--- config.mk ---
export PLATFORM = sky130hd
export DESIGN_NAME = bitrev_stream_reorder
export DESIGN_NICKNAME = d
export VERILOG_FILES = /design/src/rtl/bitrev_stream_reorder.sv
export SDC_FILE = /design/constraint.sdc
export NUM_CORES = 1
export LEC_CHECK = 0
export CAP_MARGIN = 40
export CORE_UTILIZATION = 57
export DETAILED_ROUTE_END_ITERATION = 8
export PLACE_DENSITY_LB_ADDON = 0.1
export SYNTH_ARGS = -nofsm -noshare
export SYNTH_HDL_FRONTEND = slang
export SYNTH_SLANG_ARGS = --single-unit
--- constraint.sdc ---
create_clock -name clk -period 8.81 [get_ports clk]
set_input_delay 1.762 -clock clk [delete_from_list [all_inputs] [get_ports clk]]
set_output_delay 1.762 -clock clk [all_outputs]
set_load 0.02 [all_outputs]
--- src/rtl/bitrev_stream_reorder.sv ---
// Ping-pong frame buffer: accepts samples in natural order, one per clock, and emits
// each frame in bit-reversed or natural order. The order is chosen per frame by bitrev_en.
module bitrev_stream_reorder #(
  parameter int FFT_POINTS = 16,
  parameter int DATA_WIDTH = 30
) (
  input  logic                  clk,
  input  logic                  reset,
  input  logic                  in_valid,
  output logic                  in_ready,
  input  logic [DATA_WIDTH-1:0] in_data,
  input  logic                  bitrev_en,
  output logic                  out_valid,
  input  logic                  out_ready,
  output logic [DATA_WIDTH-1:0] out_data,
  output logic                  out_last
);
  localparam int LOG2 = (FFT_POINTS > 1) ? $clog2(FFT_POINTS) : 1;
  localparam logic [LOG2-1:0] LAST_IDX = LOG2'(FFT_POINTS - 1);

  generate
    if (FFT_POINTS < 2 || (FFT_POINTS & (FFT_POINTS - 1)) != 0) begin : g_bad_points
      $error("bitrev_stream_reorder: FFT_POINTS must be a power of 2 and >= 2");
    end
  endgenerate

  logic                  r_wr_bank, r_rd_bank;
  logic [LOG2-1:0]       r_wr_idx, r_rd_idx;
  logic [1:0]            r_full, r_mode;
  logic                  r_out_valid, r_out_last;
  logic [DATA_WIDTH-1:0] r_out_data;
  logic [DATA_WIDTH-1:0] r_mem [2*FFT_POINTS];

  logic            w_wr_fire, w_wr_last, w_load, w_rd_last;
  logic [LOG2-1:0] w_rd_rev, w_rd_addr;
  logic [1:0]      w_full_nxt;

  assign in_ready  = !r_full[r_wr_bank];
  assign w_wr_fire = in_valid && in_ready;
  assign w_wr_last = (r_wr_idx == LAST_IDX);

  // The output register reloads whenever it is empty or being consumed this cycle.
  assign w_load    = r_full[r_rd_bank] && (!r_out_valid || out_ready);
  assign w_rd_last = (r_rd_idx == LAST_IDX);

  for (genvar j = 0; j < LOG2; j++) begin : g_rev
    assign w_rd_rev[j] = r_rd_idx[LOG2-1-j];
  end

  assign w_rd_addr = r_mode[r_rd_bank] ? w_rd_rev : r_rd_idx;

  // The writer and the reader only ever touch opposite banks' full bits in the same cycle.
  always_comb begin
    w_full_nxt = r_full;
    if (w_wr_fire && w_wr_last) w_full_nxt[r_wr_bank] = 1'b1;
    if (w_load && w_rd_last)    w_full_nxt[r_rd_bank] = 1'b0;
  end

  always_ff @(posedge clk) begin
    if (w_wr_fire) r_mem[{r_wr_bank, r_wr_idx}] <= in_data;
  end

  always_ff @(posedge clk) begin
    if (reset) begin
      r_wr_bank   <= 1'b0;
      r_wr_idx    <= '0;
      r_rd_bank   <= 1'b0;
      r_rd_idx    <= '0;
      r_full      <= '0;
      r_mode      <= '0;
      r_out_valid <= 1'b0;
      r_out_last  <= 1'b0;
      r_out_data  <= '0;
    end else begin
      r_full <= w_full_nxt;
      if (w_wr_fire) begin
        r_wr_idx <= r_wr_idx + LOG2'(1);
        if (r_wr_idx == '0) r_mode[r_wr_bank] <= bitrev_en;
        if (w_wr_last)      r_wr_bank <= ~r_wr_bank;
      end
      if (w_load) begin
        r_out_data  <= r_mem[{r_rd_bank, w_rd_addr}];
        r_out_valid <= 1'b1;
        r_out_last  <= w_rd_last;
        r_rd_idx    <= r_rd_idx + LOG2'(1);
        if (w_rd_last) r_rd_bank <= ~r_rd_bank;
      end else if (out_ready) begin
        r_out_valid <= 1'b0;
        r_out_last  <= 1'b0;
      end
    end
  end

  assign out_valid = r_out_valid;
  assign out_data  = r_out_data;
  assign out_last  = r_out_last;

endmodule
# Word level (Yosys, flattened, before mapping)
# Memory sizes are Yosys's and may differ from the RTL's. A register that Yosys moved wholly into a read port is not among the register bits.
# Index checks and enable logic that the tools add are counted.
dict set report totals {
  ff_bits 16
  mem_bits_rw 960
  elab_cells 55
  memories 1
}
dict set report op_classes {
  n_addsub 2
  magnitude_cmp 4
  eq_ne 2
  n_mux 19
  bitwise_logic 5
  reduce_logical 14
}
# memory words width read_ports rd_clocked_by_memory_dff wr line
set memory_table {}
lappend memory_table {r_mem 32 30 1 1 1 32} ;# logic [DATA_WIDTH-1:0] r_mem [2*FFT_POINTS];
# operator n
set op_table {}
lappend op_table {{$mux W1} 13}
lappend op_table {{$add A4 B1 Y4 const B} 2}
lappend op_table {{$eq A4 B4 Y1 const B} 2}
lappend op_table {{$logic_and A1 B1 Y1} 6}
lappend op_table {{$reduce_and A2 Y1} 3}
lappend op_table {{$logic_not A4 Y1} 1}
lappend op_table {{$lt A1 B2 Y1 const B} 2}
lappend op_table {{$mux W2} 2}
lappend op_table {{$mux W4} 1}
lappend op_table {{$and A2 B2 Y2} 1}
lappend op_table {{$bwmux W2} 1}
lappend op_table {{$demux W1 S1} 2}
lappend op_table {{$ge A1 B1 Y1 const B} 2}
lappend op_table {{$logic_not A1 Y1} 2}
lappend op_table {{$not A1 Y1} 2}
lappend op_table {{$not A2 Y2} 1}
lappend op_table {{$or A2 B2 Y2} 1}
lappend op_table {{$reduce_bool A2 Y1} 1}
lappend op_table {{$logic_or A1 B1 Y1} 1}

# Longest topological paths before layout
dict set report depth {
  ltp_word 8
  ltp_mapped 12
}

# Least setup slack after synthesis
# OpenSTA, ideal clock, no wires.
dict set report synth_timing {
  kind {input -> register}
  startpoint {input port in_valid}
  endpoint {memory r_mem[31][0] (enable)}
  setup_time_ns 0.419
  arrival_time_ns 3.688
  slack_ns 4.704
  path_stages 4
  path_buffers 1
  cell_sequence {and2_1 > clkbuf_1 > nand2_1 > nor2_1}
}
dict set report synth_via {
  elab_chain_len 3
}
# item line
set synth_rtl {}
lappend synth_rtl {{start, declared} 9} ;# input logic in_valid,
lappend synth_rtl {{$logic_and A1 B1 Y1} 39} ;# assign w_wr_fire = in_valid && in_ready;
lappend synth_rtl {{$mux W1} 60} ;# if (w_wr_fire) r_mem[{r_wr_bank, r_wr_idx}] <= in_data;
lappend synth_rtl {{$mux W1 (implied by the code)} 60}
lappend synth_rtl {{end, declared} 32}
# No other way between the ends.

# Worst setup path after layout
dict set report layout_timing {
  startpoint {input port out_ready}
  endpoint {register r_out_data[2], in the netlist out_data[2], read port of r_mem}
}
dict set report layout_via {
  elab_chain_len 2
}
# item line
set layout_rtl {}
lappend layout_rtl {{start, declared} 14} ;# input logic out_ready,
lappend layout_rtl {{$logic_or A1 B1 Y1} 43} ;# assign w_load = r_full[r_rd_bank] && (!r_out_valid || out_ready);
lappend layout_rtl {{$logic_and A1 B1 Y1} 43}
lappend layout_rtl {{end, declared} 31} ;# logic [DATA_WIDTH-1:0] r_out_data;
# No other way between the ends.
# A chain may end at the register's enable or synchronous reset.

==> metrics <==
CP arrival=~5300 ps; pin count of the biggest net entering global routing=roughly 120; grt met2 use=0.5222; Synth Instances=2800; dominant combinational cell family by area after synthesis=compound AO/OA/AOI/OAI gates; Port Buf Inserts=67; clock skew=approximately 23 ps; antenna violations before repair=0; Critical Path RT=9360 ps; GP Congestion=0.8542; minimum clock period=approximately 4800 ps; RSZ-0062 raised after global routing=no; endpoints failing hold=0; die area=71940 um^2; CP startpoint kind=input pin; Pwr per Cell Area=211.4 nW/um^2; Starting Density=0.5768; GRT Overall Usage=0.3239; initial DRC count=between 3000 and 4000; CTS Sinks=around 1000; Avg WL per Cell=29.71 um; xor-xnor portion of the synthesized cell area=0.001518; Synth Area in Simple Gates=0.08236; Leak=around 15 nW; CTS resizes=0; Hold Path Origin=out_last; ys flop type=edfxtp_1; via count=25700; Post-CTS Hold Fix Bufs=0; TritonCTS clock tree=built; Crit Reg-Reg Endpoint=out_data[18]; number of buffers created by CTS=100; Worst Setup End Kind=register; n_diodes=0; Worst R2R Start=r_rd_bank; area of the multi-input gates=between 9000 and 10000 um^2; H-tree levels=3; CP max FO=22; layout cell share with drive strength beyond 1=0.1181; area occupied by registers=a little under 30000 um^2; postcts setup bufs=0; antenna-violating nets left=0; number of vias per cell=6.611; Core Area=around 70000 um^2; Yosys reg bits=1006; Netlist Area Pre-Place=approximately 40000 um^2; Reg2Reg Setup Slack=~4500 ps; Unique masters post-synth=a little over 50; vias in the first global route=roughly 25000; placed wire-length estimate=~64000 um; grt met3 use=0.04701; fmax=around 0.21 GHz; first-pass GRT wire length=approximately 170000 um; max cap viols=0; crit path kind=in2reg; Slew Limit Headroom=0.3793; Final setup viols=0; Die W=about 270 um; GR Layer Usage met1=0.4459; die height=268.2 um; synthesized-area fraction occupied by adder cells=0.001549; final WL=115500 um; fin. max-slew vios=0; Syn Nets=2840; Post-synth ARST share=0; Avg Inst Size Synth=approximately 14 um^2; mux cell area share after synthesis=0.04925; Synth Area in Compound Gates=0.09893; status=finished clean; Tcrit/Tclk final=0.5429; Slew @ Worst Pin=just over 900 ps; Rows=97; hold path endpoint=out_last; worst skew pair latency=680 ps; Syn. warnings=0; Worst-path clk slew=60 ps; Max rail drop VDD=about 220 uV; GRT overflow=0; Fin Hold WS=around 520 ps; I/O Pins=68; Max clock buf depth=3; Fin Setup TNS=0 ps; HP Class=reg2reg; Post-route DRC=0; total power=approximately 9.8 mW; # nets final=around 2900; CTS Root Cell=clkbuf_16; Area growth syn-to-layout=14.20%; GR peak layer=met2; drt first pass iters=7; hold path cells=2; Layout fillers=4881; Reg2Reg Depth=7; sequential area share after synthesis=0.7364; Post-synth EDFFs=960
cells by family (layout without fill, tap and decap cells):
| kind of cell | count (synthesis) | after routing |
|---|---|---|
| AO/OA/AOI/OAI | 614 | 614 |
| adder cells (fa/ha/maj) | 5 | 5 |
| AND/OR/NAND/NOR | 751 | 751 |
| multiplexers | 142 | 142 |
| flip-flops | 1006 | 1006 |
| XOR/XNOR | 7 | 7 |
| buffers and inverters | 275 | 422 |
power by group:
part,switching (mW),internal (mW)
combinational,0.167,0.0638
clock,1.79,2.46
sequential,0.00777,5.26
total,1.97,7.79
critical path, cell delays in order:
cell	delay, ps
clkdlybuf4s50_1	510
nand2b_2	470
buf_16	240
nand3_1	650
a21oi_1	950
o32ai_1	220
o31a_1	340
o32a_1	170
per-stage QoR:
step / std cells / cell area (um^2) / setup slack, ps / util
2_1_floorplan: 2800 / 40400 / 4704 / -
3_3_place_gp: 3661 / 42140 / 3216 / 0.6017
3_5_place_dp: 3694 / 42810 / 3445 / 0.6113
4_1_cts: 3882 / 46060 / 4118 / 0.6578
5_1_grt: 3887 / 46130 / 3957 / 0.6588
6_report: 3887 / 46130 / 4027 / 0.6588
area by class of cell:
type | instances | area share
sequential | 1006 | 0.6451
multi-input combinational | 1519 | 0.2120
clock buffer | 135 | 0.05913
timing repair buffer | 168 | 0.04158
tap | 940 | 0.02549
clock inverter | 53 | 0.01142
inverter | 66 | 0.005370
cells in the mapped netlist, types with 4 or more instances:
cell	number	area, um^2
a21oi_1	103	515.5
a221oi_1	37	324.1
a22oi_1	40	300.3
a31oi_1	60	375.4
a32oi_1	22	192.7
buf_1	14	52.55
buf_2	58	290.3
buf_4	10	75.07
buf_6	9	101.4
clkbuf_1	118	442.9
dfxtp_1	46	920.9
edfxtp_1	960	28830
ha_1	5	62.56
inv_1	66	247.7
mux2i_1	92	920.9
mux4_2	43	968.4
nand2_1	235	882.1
nand2b_1	5	31.28
nand3_1	108	540.5
nand4_1	44	275.3
nor2_1	295	1107
nor3_1	18	90.09
nor4b_1	10	87.58
o211ai_1	29	217.7
o21ai_0	177	885.9
o21ai_1	5	25.02
o221ai_1	76	665.6
o22ai_1	34	212.7
o31a_1	8	70.07
o32a_1	8	80.08
o32ai_1	8	70.07
or2_2	4	25.02
or4b_1	21	210.2
xnor2_1	4	35.03
worst max-delay path by stage:
stage               from           end  slack, ps  cells after the start
2_1_floorplan   in_valid  r_mem[31][0]       4700                      4
3_3_place_gp   out_ready   out_data[2]       3220                      7
3_5_place_dp   out_ready   out_data[2]       3440                      8
4_1_cts        out_ready   out_data[2]       4120                      8
5_1_grt        out_ready  out_data[26]       3960                      8
6_report       out_ready   out_data[2]       4030                      8
cells in the final DEF, fill, tap and decap left out, types with 65 or more instances in the layout:
cell	Yosys	layout
nand2_1	235	235
nand3_1	108	108
a21oi_1	103	103
mux2i_1	92	88
o21ai_0	177	177
inv_1	66	65
clkdlybuf4s50_1	0	66
nor2_1	295	258
o221ai_1	76	76
clkbuf_16	0	103
edfxtp_1	960	960
layer usage:
metal  share of wire  routed length (um)
met1            0.39               45030
met2            0.48               55190
met3           0.092               10590
met4           0.041                4680
met5               0                   0
registers in the layout (all words and copies together) (netlist names):
signal and flops:
out_valid 1, r_wr_idx 4, out_data 30, r_mode 2
r_rd_bank 1, r_mem 960, out_last 1, r_rd_idx 4
r_wr_bank 1, r_full 2
(Power assumes the default switching activity.)
==> RTL edit (same flow settings) <==
Change the parameter `DATA_WIDTH` from 30 to 22.
--- a/src/rtl/bitrev_stream_reorder.sv
+++ b/src/rtl/bitrev_stream_reorder.sv
@@ -4,3 +4,3 @@
   parameter int FFT_POINTS = 16,
-  parameter int DATA_WIDTH = 30
+  parameter int DATA_WIDTH = 22
 ) (
Ports: changed (resized in_data and out_data); port bits go from 68 to 52. No check against the original RTL was run, so the function may have changed too.
==> RTL edit against the unedited design <==
  * Setup slack better by 0.62 ns
  * Synthesized area decreased by 26%
  * Largest power group unchanged
  * Global-route usage decreased by 3.7 points
  * Power is 26% lower
  * Routed wire length down 35%
  * Final cell count shrank 26%
  * Design area decreased by 26%
  * Sequential power fell by 26%
  * Sequential cell count fell by 264
==> RTL edit: results (changes against the unedited design) <==
INFO  route          first_iter_violations=2227 [-28%]
INFO  placement      detailedPlacementHpwl=43.46mm [-32%]
INFO  grt            number_of_global_route_vias_before_repair=18000 [-27%]
INFO  logic_synthesis synth-xor-area-share=0.2047% [+0.053 points]
INFO  logic_synthesis synth.avg_cell_area=14.60µm² [+1.2%]
INFO  final_layout   layout.cells.non_filler=2857 [-26%]
INFO  route          wire_per_inst=26.33µm [-11%]
INFO  sta            final.hold.worst_slack=0.5082ns [-0.01218 ns]
INFO  logic_synthesis compound_gate_portion_of_the_synthesized_area=10.46% [+0.57 points]
INFO  grt            grt_max_degree=96 [-19%]
INFO  placement      placed_cell_area=31630µm² [-26%]
INFO  worst_setup_path regToRegSetupSlack=4.65ns [+0.14 ns]
INFO  sta            maxSlewHeadroom=35.99% [-1.9 points]
INFO  logic_synthesis synth_nets=2083 [-27%]
INFO  sta            fmax=240.3MHz [+15%]
INFO  logic_synthesis synth_enable_flop_cells=704 [-27%]
INFO  power_and_ir_drop ir_worst_vdd=0.1908mV [-14%]
INFO  sta            finalClockSkew=0.01797ns [-0.005128 ns]
INFO  route          wl_met3=5.290mm [-50%]
INFO  logic_synthesis ys_seq_area_share=73.14% [-0.51 points]
INFO  final_layout   fill_cells=3520 [-28%]
INFO  placement      portBuffers=51 [-24%]
INFO  grt            groute.usage.overall=28.72% [-3.7 points]
INFO  worst_setup_path rr_endpoint=out_data[15]$_SDFFE_PP0P_
INFO  worst_setup_path worst-endpoint-arrival=4.65ns [-0.68 ns]
INFO  worst_setup_path critical_path.top_delay_family=buffers and inverters
INFO  placement      gp_congestion=0.8853 [+3.6%]
INFO  placement      dp_cells=2717 [-26%]
INFO  logic_synthesis synth_top_cells_by_count=edfxtp_1, nand2_1, nor2_1
INFO  status         run_status=finished, final reports clean
INFO  route          detail_route.wirelength.met1=31.30mm [-30%]
INFO  power_and_ir_drop power.switching=1.446mW [-26%]
INFO  clock_tree     clock_latency=0.62ns [-0.06 ns]
INFO  route          router_iterations_before_antenna_repair=5 [-2]
INFO  grt            use_met2=45.64% [-6.6 points]
INFO  logic_synthesis yosys-mux-area-fraction=5.820% [+0.90 points]
INFO  worst_setup_path ff2ff_path_depth=9 [+2]
INFO  power_and_ir_drop power.total=7.243mW [-26%]
INFO  grt            grt_pass1_wl=112.9mm [-32%]
INFO  final_layout   final_layout_size_suffix_gt1_share=13.69% [+1.9 points]
INFO  grt            grt.met3_usage=4.257% [-0.44 points]
==> RTL edit: cell types whose count changed after synthesis, sizes merged, moves of 18 or more <==
cell	unedited run	this run
edfxtp	960	704
nor2	295	133
o21ai	182	119
a21oi	103	46
buf	91	47
o221ai	76	34
mux2i	94	55
nand3	108	70
o211ai	29	1
nand4	44	17
a31oi	60	86
a22o	0	21
or4b	21	0
clkbuf	118	100
==> RTL edit: layout make-up <==
type	count	area share [%]
well taps	680	2.494
clock buffers	101	6.118
multi-input cells	1088	21.32
flip-flops and latches	742	64.23
repair buffers	133	3.855
inverters	74	0.8143
clock inverters	39	1.166
==> RTL edit: logic make-up after synthesis <==
family          Yosys count
compound gates          469
xor+xnor                  7
fa+ha+maj                 5
buf+inv                 221
flops                   742
mux                     110
simple gates            497
==> RTL edit: worst min-delay path: cells and delay by family, from the launching register on <==
kind / cells / cell delay [ns]
AOI/OAI and AO/OA: 1 / 0.06
and+or+nand+nor: 1 / 0.09
DFF: 1 / 0.32
